**src/rtl/mem_access_unit.sv**
```systemverilog
// MEM-stage load/store sequencer: turns RV32 byte/half/word accesses into word-aligned Memory
// reads/writes. Optional build macro MISALIGN_TRAP_EN traps misaligned accesses instead of splitting.
module mem_access_unit #(
    parameter int ADDR_W = 11
) (
    input  logic              clk,
    input  logic              rst,
    input  logic              req_valid,
    input  logic              req_read,
    input  logic              req_write,
    input  logic [2:0]        req_func3,
    input  logic [ADDR_W-1:0] req_addr,
    input  logic [31:0]       req_wdata,
    output logic              stall,
    output logic              resp_valid,
    output logic [31:0]       rdata,
    output logic              illegal,
    output logic              mem_read,
    output logic              mem_write,
    output logic [2:0]        mem_func3,
    output logic [ADDR_W-1:0] mem_addr,
    output logic [31:0]       mem_wdata,
    input  logic [31:0]       mem_rdata
`ifdef MISALIGN_TRAP_EN
    ,
    output logic              misalign
`endif
);

    localparam logic [2:0] S_IDLE = 3'd0;
    localparam logic [2:0] S_RD0  = 3'd1;
    localparam logic [2:0] S_RD1  = 3'd2;
    localparam logic [2:0] S_WR0  = 3'd3;
    localparam logic [2:0] S_WR1  = 3'd4;
    localparam logic [2:0] S_DONE = 3'd5;

    logic [2:0]        state;
    logic              op_read;
    logic [2:0]        op_func3;
    logic [1:0]        op_off;
    logic [31:0]       op_wdata;
    logic [ADDR_W-1:0] lo_addr;
    logic [ADDR_W-1:0] hi_addr;
    logic              cross_q;
    logic              illegal_q;
    logic              trap_q;
    logic [31:0]       word0;
    logic [31:0]       word1;

    logic              accept;
    logic              req_h;
    logic              req_w;
    logic              req_legal;
    logic              req_cross;
    logic              req_trap;
    logic [ADDR_W-1:0] req_lo;

    always_comb begin
        accept    = req_valid && (req_read || req_write);
        req_h     = (req_func3[1:0] == 2'b01);
        req_w     = (req_func3[1:0] == 2'b10);
        req_legal = req_read ? (req_func3 != 3'b011 && req_func3[2:1] != 2'b11)
                             : (req_func3[2] == 1'b0 && req_func3[1:0] != 2'b11);
        req_cross = (req_h && req_addr[1:0] == 2'b11) || (req_w && req_addr[1:0] != 2'b00);
        req_lo    = {req_addr[ADDR_W-1:2], 2'b00};
        req_trap  = !req_legal;
`ifdef MISALIGN_TRAP_EN
        req_trap  = !req_legal || (req_h && req_addr[0]) || (req_w && req_addr[1:0] != 2'b00);
`endif
    end

    always_ff @(posedge clk) begin
        if (rst) begin
            state     <= S_IDLE;
            op_read   <= 1'b0;
            op_func3  <= 3'b000;
            op_off    <= 2'b00;
            op_wdata  <= 32'h0;
            lo_addr   <= '0;
            hi_addr   <= '0;
            cross_q   <= 1'b0;
            illegal_q <= 1'b0;
            trap_q    <= 1'b0;
            word0     <= 32'h0;
            word1     <= 32'h0;
        end else begin
            case (state)
                S_IDLE: begin
                    if (accept) begin
                        op_read   <= req_read;
                        op_func3  <= req_func3;
                        op_off    <= req_addr[1:0];
                        op_wdata  <= req_wdata;
                        lo_addr   <= req_lo;
                        hi_addr   <= req_lo + ADDR_W'(4);
                        cross_q   <= req_cross;
                        illegal_q <= !req_legal;
                        trap_q    <= req_trap;
                        word0     <= 32'h0;
                        word1     <= 32'h0;
                        if (req_trap)
                            state <= S_DONE;
                        else if (req_read)
                            state <= S_RD0;
                        else if (req_w && !req_cross)
                            state <= S_WR0;
                        else
                            state <= S_RD0;
                    end
                end
                S_RD0: begin
                    word0 <= mem_rdata;
                    state <= cross_q ? S_RD1 : (op_read ? S_DONE : S_WR0);
                end
                S_RD1: begin
                    word1 <= mem_rdata;
                    state <= op_read ? S_DONE : S_WR0;
                end
                S_WR0:   state <= cross_q ? S_WR1 : S_DONE;
                S_WR1:   state <= S_DONE;
                S_DONE:  state <= S_IDLE;
                default: state <= S_IDLE;
            endcase
        end
    end

    // Store merge and load extraction both work on the two-word window {word1, word0}.
    logic [3:0]  size_mask;
    logic [7:0]  byte_en;
    logic [63:0] old64;
    logic [63:0] data64;
    logic [63:0] merged;
    logic [31:0] ld_word;
    logic [31:0] ld_ext;

    always_comb begin
        case (op_func3[1:0])
            2'b00:   size_mask = 4'b0001;
            2'b01:   size_mask = 4'b0011;
            default: size_mask = 4'b1111;
        endcase
        byte_en = {4'b0000, size_mask} << op_off;
        old64   = {word1, word0};
        data64  = {32'h0, op_wdata} << {op_off, 3'b000};
        for (int i = 0; i < 8; i++)
            merged[8*i +: 8] = byte_en[i] ? data64[8*i +: 8] : old64[8*i +: 8];
        ld_word = 32'(old64 >> {op_off, 3'b000});
        case (op_func3)
            3'b000:  ld_ext = {{24{ld_word[7]}}, ld_word[7:0]};
            3'b001:  ld_ext = {{16{ld_word[15]}}, ld_word[15:0]};
            3'b010:  ld_ext = ld_word;
            3'b100:  ld_ext = {24'h0, ld_word[7:0]};
            3'b101:  ld_ext = {16'h0, ld_word[15:0]};
            default: ld_ext = 32'h0;
        endcase
    end

    // Strobes are masked by rst so a reset mid-sequence issues no further Memory access.
    always_comb begin
        stall      = (state != S_IDLE && state != S_DONE) || (state == S_IDLE && accept);
        resp_valid = (state == S_DONE);
        illegal    = (state == S_DONE) && illegal_q;
        mem_func3  = 3'b010;
        mem_read   = (state == S_RD0 || state == S_RD1) && !rst;
        mem_write  = (state == S_WR0 || state == S_WR1) && !rst;
        rdata      = (state == S_DONE && op_read && !trap_q) ? ld_ext : 32'h0;
        mem_addr   = '0;
        mem_wdata  = 32'h0;
        case (state)
            S_RD0:   mem_addr = lo_addr;
            S_RD1:   mem_addr = hi_addr;
            S_WR0: begin
                mem_addr  = lo_addr;
                mem_wdata = merged[31:0];
            end
            S_WR1: begin
                mem_addr  = hi_addr;
                mem_wdata = merged[63:32];
            end
            default: ;
        endcase
`ifdef MISALIGN_TRAP_EN
        misalign   = (state == S_DONE) && trap_q && !illegal_q;
`endif
    end

endmodule

```
**config.mk**
```make
export PLATFORM = sky130hd
export DESIGN_NAME = mem_access_unit
export DESIGN_NICKNAME = d
export VERILOG_FILES = /design/src/rtl/mem_access_unit.sv
export SDC_FILE = /design/constraint.sdc
export NUM_CORES = 1
export LEC_CHECK = 0
export ABC_AREA = 1
export BUFFER_PORTS_ARGS = -buffer_cell sky130_fd_sc_hd__buf_2
export CAP_MARGIN = 10
export CORE_MARGIN = 2
export CORE_UTILIZATION = 40
export CTS_BUF_LIST = sky130_fd_sc_hd__clkbuf_4 sky130_fd_sc_hd__clkbuf_8
export DETAILED_ROUTE_END_ITERATION = 6
export GPL_ROUTABILITY_DRIVEN = 0
export PLACE_DENSITY = 0.62
export RECOVER_POWER = 100
export SLEW_MARGIN = 40
export SYNTH_ARGS = -nofsm -noshare
export SYNTH_HDL_FRONTEND = slang
export SYNTH_SLANG_ARGS = --single-unit
```
**constraint.sdc**
```tcl
create_clock -name clk -period 3.5 [get_ports clk]
set_input_delay 0.175 -clock clk [delete_from_list [all_inputs] [get_ports clk]]
set_output_delay 0.175 -clock clk [all_outputs]
set_load 0.005 [all_outputs]
```
Word-level counts from Yosys, hierarchy flattened
Cells that the tools add are included.
{ "word_totals": {"regBits": 127, "inputBits": 83, "wordCells": 93} }
{ "classes": {"addsub": 1, "eq_ne": 18, "n_shift": 3, "mux": 25, "n_bitwise": 1, "n_reduce_logical": 34} }
{ "ops": {"columns": ["operator", "n"], "rows": [
  ["32-bit case mux with 2 select lines", 3],
  ["32-bit case mux with 5 select lines", 1],
  ["32-bit 2-to-1 mux", 2],
  ["8-bit 2-to-1 mux", 8],
  ["32-bit by 5-bit left shift with 64-bit output", 1],
  ["64-bit by 5-bit >> shifter with 32-bit output", 1],
  ["11-bit case mux with 2 select lines", 1],
  ["3-bit case mux with 5 select lines", 1],
  ["1-bit logical AND", 13],
  ["3-bit equality test (second input constant)", 4],
  ["3-bit 2-to-1 mux", 4],
  ["11-bit by 3-bit adder with 11-bit output (second input constant)", 1],
  ["3-bit by 2-bit equality test with 1-bit output (second input constant)", 3],
  ["4-bit case mux with 2 select lines", 1],
  ["4-bit by 2-bit left shift with 8-bit output", 1],
  ["3-bit by 1-bit equality test with 1-bit output (second input constant)", 2],
  ["3-bit zero test", 2],
  ["2-bit != test (second input constant)", 3],
  ["2-bit AND reduction", 3],
  ["2-bit nonzero test", 3],
  ["1-bit logical OR", 5],
  ["2-bit by 1-bit equality test with 1-bit output (second input constant)", 2],
  ["2-bit equality test (second input constant)", 2],
  ["1-bit zero test", 4],
  ["8 further kinds", 11]
]} }

Logic depth before layout (Yosys ltp)
Gate-level depths: netlist of run 1.
{ "logic_depth": {"word_depth": 10, "depth_mapped": 11, "ltp_nobuf": 9} }

Worst setup path before layout of run 1
OpenSTA, ideal clock, no wires.
{ "synth_timing": {"path_kind": "reg-to-output", "start": "reg op_off[0]", "end": "out mem_wdata[6]", "arrival_time_ns": 1.224, "slack_ns": 2.101, "path_stages_with_launch": 8, "path_cell_list": "dfxtp_1 -> buf_4 -> buf_6 -> nor2_2 -> buf_2 -> nand2_1 -> o211ai_1 -> nand2_1"} }
{ "synth_between": {"elab_chain_len": 3, "elab_cells_between_ends": 5, "cone_classes": "shift (2); mux (3)"} }
{ "synth_lines": {"columns": ["element", "line_no", "source"], "rows": [
  ["from (decl)", "40", "logic [1:0] op_off;"],
  ["from (signal assigned)", "92", "op_off <= req_addr[1:0];"],
  ["32-bit by 5-bit left shift with 64-bit output / 4-bit by 2-bit left shift with 8-bit output (equally long branches)", "144, 142", null],
  ["8-bit 2-to-1 mux", "146", "merged[8*i +: 8] = byte_en[i] ? data64[8*i +: 8] : old64[8*i +: 8];"],
  ["32-bit case mux with 2 select lines (*)", "169", "case (state)"],
  ["to (decl)", "22", "output logic [31:0] mem_wdata,"]
]} }
Every way passes the cells marked *; elsewhere a longest branch is shown, timed or not.

Worst setup path after layout of run 1
{ "layout_timing": {"start": "reg op_off[1]", "end": "out mem_wdata[4]"} }
The elaborated chain is that of the path after synthesis.

==> impl_results.md, run 1 <==
* Slowest Stage Delay on Critical Path at 0.87 ns
* DR WL/cell at 16.7 um
* Layout Skew at 0.0108 ns
* Finish-stage setup viols at 0
* Antenna viol nets, final at 0
* Number of buffers created by CTS at 17
* RSZ-0062 raised after global routing: false
* Root Buffer: sky130_fd_sc_hd__clkbuf_8
* Final wirelength at 29300 um
* Worst IR Drop VDD at 0.000276 V
* Xor/xnor share of the synthesized area at 0.443%
* Most common cell after layout, fill and taps aside: sky130_fd_sc_hd__nand2_1
* Power Dens Cells at 560 nW/um^2
* Hpwl dp at 21700 um
* I/O pin count at 166
* Final critical-path share of the clock period at 88.8%
* Overall routing resource usage at 28.0%
* Yosys warns at 0
* Number of gates given a new drive strength after cts at 0
* Post-detailed-route DRC marker count at 0
* Result of the run: complete, but fails checks
* Height of the die at 145 um
* Worst slew slack as a fraction of its limit at 1.88%
* Initial DRC Count at 1020
* Maximum level of the CTS H-tree at 4
* Diode insertion count for antenna repair at 0
* Clock slew at reported path FFs at 0.08 ns
* Number of distinct library cells after synthesis at 36
* Buffer and inverter count on the worst path at 2
* CP Max Fanout at 25
* Count of hold buffers inserted by post-cts repair at 55
* Cells along the critical path: buf_4 > nor2_1 > nand3b_1 > nand2_1 > nand3_1 > nand2_1 > buf_2
* TritonCTS sink count at 125
* Largest net degree at the start of global routing at 72
* Number of instances in the synthesized netlist at 1319
* Utilization after layout at 48.9%
* Kind of start point of the critical path: flop
* Commonest cells after routing, fill and taps aside: 495 x sky130_fd_sc_hd__nand2_1, 143 x sky130_fd_sc_hd__a21oi_1, 124 x sky130_fd_sc_hd__dfxtp_1
* Clock Power Share at 24.5%
* Library cell occupying the most area in the post-synthesis netlist: sky130_fd_sc_hd__dfxtp_1
* Area of the die at 20900 um^2
* Fraction of synthesized cell area taken by the top area cell type at 31.6%
* Post-synthesis instance area at 7910 um^2
* Combinational family with the most area after synthesis: simple AND/OR/NAND/NOR gates
* HP Class: in -> reg
* Starting density of the core at 40.6%
* First-pass GRT wire length at 44400 um
* Worst-Skew Late Latency at 0.45 ns
* Proportion of synthesized area in mux cells at 0%
* Number of input and output port buffers inserted at 160
* Part of the Yosys area used for sequential elements at 31.6%
* Clock period minus final worst setup slack at 3.11 ns
* Slowest stage cell, crit path: sky130_fd_sc_hd__nor2_1
* Detailed-route via count at 9248
* Leak Pwr at 4.44 nW
* Fraction of the mapped netlist area in simple logic gates at 37.1%
* Post-Synth Adder-Cell Area at 0.158%
* Worst path required time at 3.32 ns
* CP Class: reg -> out
* Max-capacitance violation count at 1
* Fraction of layout instances using a drive strength above 1 at 12.3%
* Nets@finish at 1562
* Internal power summed over all cells at 2.98 mW
* Post-synthesis sequential element count at 125
* Switching part of the total at 44.1%
* Most common cell type on the critical path: sky130_fd_sc_hd__nand2_1
* Setup bufs post-CTS at 0
* Slew of the pin with the lowest slew margin at 1.47 ns
* Floorplan core area at 19500 um^2
* Slew Limit Fails at 0
* Number of global-route vias before repair at 8119
* Violations in the final reports: capacitance limit
* Standard-cell row count at 51
* Vias per std cell at 5.27
* Number of search-and-repair iterations in the first detailed-routing pass at 6
* Endpoint kind of the worst setup timing path: primary output
* Comb pwr share at 39.7%
* GRT Residual Overflow at 0
* Setup TNS Final at 0 ns
* Area contributors post-synth: sky130_fd_sc_hd__dfxtp_1 32%, sky130_fd_sc_hd__nand2_1 23%, sky130_fd_sc_hd__a21oi_1 9.0%
* Crit-path leading delay family: simple AND/OR/NAND/NOR gates
* Antenna violations before repair at 0
* Final count of hold timing violations at 0
* Average cell area after synthesis at 6.00 um^2
* Fraction of the mapped netlist area in compound gates at 19.1%
* Horizontal die dimension at 145 um
* Deepest clock path buffer count at 2
* Switching power summed over all nets at 2.35 mW
* Arrival time at the worst endpoint at 2.93 ns
* Area Growth Syn to Fin at 20.3%
* Sequential share of power at 35.8%
* Achievable Freq at 322 MHz
* CTS tree: built
==> registers in the layout (all words and copies together) (netlist names) <==
signal,cells
cross_q,1
hi_addr,9
lo_addr,9
op_func3,3
op_off,2
op_read,1
op_wdata,32
state,3
trap_q,1
word0,32
word1,32
==> worst paths after layout <==
| path | slack [ns] | end | start | cells after the start |
|---|---|---|---|---|
| worst max-delay path | 0.39 | mem_wdata[4] | op_off[1] | 7 |
| worst min-delay path | 0.02 | op_wdata[7] | req_wdata[7] | 3 |
| worst max register to register | 0.61 | word0[11] | state[2] | 7 |
| worst min register to register | 0.45 | lo_addr[9] | lo_addr[9] | 2 |
==> metal layers <==
metal,vias up,track usage [%],routed length [um]
met4,0,10.7,986
met3,67,5.63,2540
li1,4561,-,-
met5,-,0,0
met2,425,44.2,13100
met1,4195,37.8,12700
==> layout make-up <==
class | instances | area (um^2)
well taps | 265 | 332
repair buffers | 226 | 1390
multi-input cells | 998 | 4460
inverters | 110 | 418
flip-flops and latches | 125 | 2500
clock inverters | 14 | 171
clock buffers | 17 | 234
fillers | 2075 | 9950
==> kinds of logic (layout without fill, tap and decap cells) <==
family          Yosys count  after routing
simple gates            701            701
xor+xnor                  4              4
compound gates          287            287
buf+inv                 199            367
other cells               2              5
fa+ha+maj                 1              1
flops                   125            125
==> synthesized netlist by cell type <==
cell type                  instances
sky130_fd_sc_hd__nand3b_2          1
sky130_fd_sc_hd__clkbuf_1         25
sky130_fd_sc_hd__nor2_1           68
sky130_fd_sc_hd__o211ai_1         23
sky130_fd_sc_hd__o21ai_1           2
sky130_fd_sc_hd__inv_1            97
sky130_fd_sc_hd__xor2_1            3
sky130_fd_sc_hd__nor3_1            1
sky130_fd_sc_hd__xnor2_1           1
sky130_fd_sc_hd__nand3_4           1
sky130_fd_sc_hd__dfxtp_1         125
sky130_fd_sc_hd__o21ai_0         110
sky130_fd_sc_hd__nor3_4            2
sky130_fd_sc_hd__buf_4            16
sky130_fd_sc_hd__nor2_4            4
sky130_fd_sc_hd__nand2_4           1
sky130_fd_sc_hd__nor2_2            5
sky130_fd_sc_hd__nand3_1         112
sky130_fd_sc_hd__nand2_1         493
sky130_fd_sc_hd__conb_1            2
sky130_fd_sc_hd__nor2_8            1
sky130_fd_sc_hd__a21oi_1         142
sky130_fd_sc_hd__a21oi_2           1
sky130_fd_sc_hd__and2_1            1
sky130_fd_sc_hd__inv_2            10
sky130_fd_sc_hd__buf_6             6
sky130_fd_sc_hd__ha_1              1
sky130_fd_sc_hd__nand2_2           3
sky130_fd_sc_hd__buf_2            38
sky130_fd_sc_hd__inv_4             2
sky130_fd_sc_hd__buf_1             4
sky130_fd_sc_hd__nand4_1           4
sky130_fd_sc_hd__clkinv_2          1
sky130_fd_sc_hd__nand3_2           4
sky130_fd_sc_hd__a31oi_1           7
sky130_fd_sc_hd__o21ai_2           2
==> stage by stage <==
stage,instance area [um^2],power (mW),setup WS [ns],instances,hold WS [ns]
global route,9510,5.66,0.215,1755,0.0206
detailed placement,8640,3.96,1.17,1668,0.410
global placement,8640,3.96,1.22,1668,0.400
CTS,9600,5.31,0.655,1754,0.00352
finish,9510,5.32,0.391,1755,0.0169
floorplan,7920,3.39,2.10,1322,0.310
==> power by group through the flow <==
| stage | combinational (mW) | clock [mW] | sequential [mW] |
|---|---|---|---|
| 2_1_floorplan | 1.58 | 0 | 1.81 |
| 3_3_place_gp | 2.03 | 0 | 1.93 |
| 3_5_place_dp | 2.03 | 0 | 1.93 |
| 4_1_cts | 2.09 | 1.33 | 1.90 |
| 5_1_grt | 2.34 | 1.39 | 1.93 |
| 6_report | 2.11 | 1.30 | 1.91 |
==> tightest hold or removal path, cell delays in order <==
cell and delay (ns):
sky130_fd_sc_hd__buf_2 0.07, sky130_fd_sc_hd__o21ai_0 0.08, sky130_fd_sc_hd__a21oi_1 0.11
Power figures use the tool's default switching activity.
==> run 2, diff against run 1 <==
RECOVER_POWER = 25   (was 100)
==> run 2 against run 1 <==
Effect of this change:
- the flow now finishes without violations
- die area unchanged
- fmax up 7.7%
- via count up 0.63%
- largest power group unchanged
==> impl_results.md, run 2 (same netlist as run 1, synthesis figures left out) <==
* CP Class: reg -> out
* Diode insertion count for antenna repair at 0 (unchanged)
* Number of search-and-repair iterations in the first detailed-routing pass at 5 (-1)
* Final count of hold timing violations at 0 (unchanged)
* Initial DRC Count at 1100 (+7.8%)
* Hold depth at 3 (unchanged)
* Worst-Skew Late Latency at 0.45 ns (about the same)
* Height of the die at 145 um (unchanged)
* HP Class: in -> reg
* DR WL/cell at 16.7 um (+0.12%)
* Standard-cell row count at 51 (unchanged)
* Slew of the pin with the lowest slew margin at 1.31 ns (-0.160 ns)
* Antenna violations before repair at 0 (unchanged)
* Finish-stage setup viols at 0 (unchanged)
* Worst Reg-to-Reg Cells at 6 (-1)
* Final critical-path share of the clock period at 82.5% (-6.4 points)
* Filler instances at 2034 (-2.0%)
* Max-capacitance violation count at 0 (-1)
* Worst Hold Slack at 0.0175 ns (+0.000574 ns)
* Endpoint kind of the worst setup timing path: primary output
* Number of input and output port buffers inserted at 160 (unchanged)
* Root Buffer: sky130_fd_sc_hd__clkbuf_8
* Start point of the worst hold path: req_wdata[7]
* Slew Limit Fails at 0 (unchanged)
* Leak Pwr at 4.64 nW (+4.3%)
* I/O pin count at 166 (unchanged)
* Horizontal die dimension at 145 um (unchanged)
* Nets@finish at 1562 (unchanged)
* Fraction of layout instances using a drive strength above 1 at 16.0% (+3.6 points)
* Commonest cells after routing, fill and taps aside: 494 x sky130_fd_sc_hd__nand2_1, 160 x sky130_fd_sc_hd__buf_2, 142 x sky130_fd_sc_hd__a21oi_1
* Maximum level of the CTS H-tree at 4 (unchanged)
* Number of gates given a new drive strength after cts at 0 (unchanged)
* Area Growth Syn to Fin at 21.3%
* Clock slew at reported path FFs at 0.09 ns (about the same)
* Placed Instances at 1668 (unchanged)
* GRT Residual Overflow at 0 (unchanged)
* Total Power at 5.36 mW (+0.62%)
* Slowest stage cell, crit path: sky130_fd_sc_hd__dfxtp_2
* CP startpoint: op_off[0]
* Arrival time at the worst endpoint at 2.71 ns (-0.22 ns)
* First-pass GRT wire length at 44400 um (unchanged)
* RSZ-0062 raised after global routing: false
* Clock period minus final worst setup slack at 2.89 ns (-0.223 ns)
* Post-detailed-route DRC marker count at 0 (unchanged)
* Detailed-route via count at 9306 (+0.63%)
* Slowest Stage Delay on Critical Path at 0.62 ns (-0.25 ns)
* CP Max Fanout at 54 (+120%)
* Most common cell type on the critical path: sky130_fd_sc_hd__nand2_1
* Worst slew slack as a fraction of its limit at 12.5% (+11 points)
* Worst path required time at 3.32 ns (about the same)
* Area of the die at 20900 um^2 (unchanged)
* Deepest clock path buffer count at 2 (unchanged)
* Cells along the critical path: buf_4 > buf_4 > nand2_1 > nand3_1 > nand3_1 > nand2_1 > nand2_1 > nand2_1 > buf_2
* Regs by FF count: op_wdata (32), word0 (32), word1 (32)
* Layout Skew at 0.0119 ns (+0.00111 ns)
* Starting density of the core at 40.6% (unchanged)
* Most common cell after layout, fill and taps aside: sky130_fd_sc_hd__nand2_1
* Hpwl dp at 21700 um (unchanged)
* Setup TNS Final at 0 ns (unchanged)
* Number of global-route vias before repair at 8119 (unchanged)
* Kind of start point of the critical path: flop
* Reg-to-reg critical path startpoint: state[2]
* Worst IR Drop VDD at 0.000277 V (+0.21%)
* Largest net degree at the start of global routing at 72 (unchanged)
* Antenna viol nets, final at 0 (unchanged)
* Final wirelength at 29400 um (+0.12%)
* Power Dens Cells at 558 nW/um^2 (-0.27%)
* Vias per std cell at 5.30 (+0.63%)
* Achievable Freq at 346 MHz (+7.7%)
* CTS tree: built
* TritonCTS sink count at 125 (unchanged)
* Floorplan core area at 19500 um^2 (unchanged)
* Number of buffers created by CTS at 17 (unchanged)
* Utilization after layout at 49.3% (+0.44 points)
* Result of the run: complete, no violations
* Final Instance Count excl. Fillers at 1755 (unchanged)
* Overall routing resource usage at 28.0% (unchanged)
==> run 2: cell types whose count changed in the layout (fill, tap and decap cells not counted), sizes merged <==
cell | before | now
buf | 130 | 171
clkinvlp | 5 | 4
clkbuf | 58 | 17
inv | 109 | 108
clkinv | 7 | 9
==> run 2: final timing paths <==
check	to	slack (ns)
min	op_wdata[7]	0.02
max	mem_wdata[28]	0.61
max reg2reg	word1[13]	0.73
min reg2reg	lo_addr[9]	0.45
==> run 2: metrics by stage <==
stage	cell area [um^2]	setup WS, ns
floorplan	7920	2.10
global placement	8640	1.22
detailed placement	8640	1.17
CTS	9600	0.655
global route	9590	0.415
finish	9590	0.613
==> run 2: where the power goes <==
group | total, mW | switching, mW | internal (mW)
clock network | 1.31 | 0.605 | 0.701
registers | 1.91 | 0.249 | 1.66
logic | 2.14 | 1.51 | 0.630
==> run 2: timing repair <==
item / 4_1_cts / 5_1_grt
hold buffers: 55 / 0
buffers inserted: 0 / 0
hold endpoints to repair: 85 / 0
==> run 2: final cells by class <==
| cell class | instances | area (um^2) | area share [%] |
|---|---|---|---|
| multi-input combinational | 998 | 4490 | 46.8 |
| sequential | 125 | 2500 | 26.1 |
| timing repair buffer | 226 | 1440 | 15.0 |
| inverter | 110 | 419 | 4.37 |
| tap | 265 | 332 | 3.46 |
| clock buffer | 17 | 234 | 2.44 |
| clock inverter | 14 | 171 | 1.79 |
==> run 2: layer usage <==
layer	GRT usage, %	wire (um)	vias to the layer above
met5	0	0	-
met4	10.7	967	0
met3	5.63	2560	70
met2	44.2	13200	450
met1	37.8	12700	4225
li1	-	-	4561
==> run 2: critical path, delay by kind of cell (launching register included) <==
family        cells  cell delay, ns
flops             1            0.62
simple gates      6            0.56
buf+inv           3            1.03
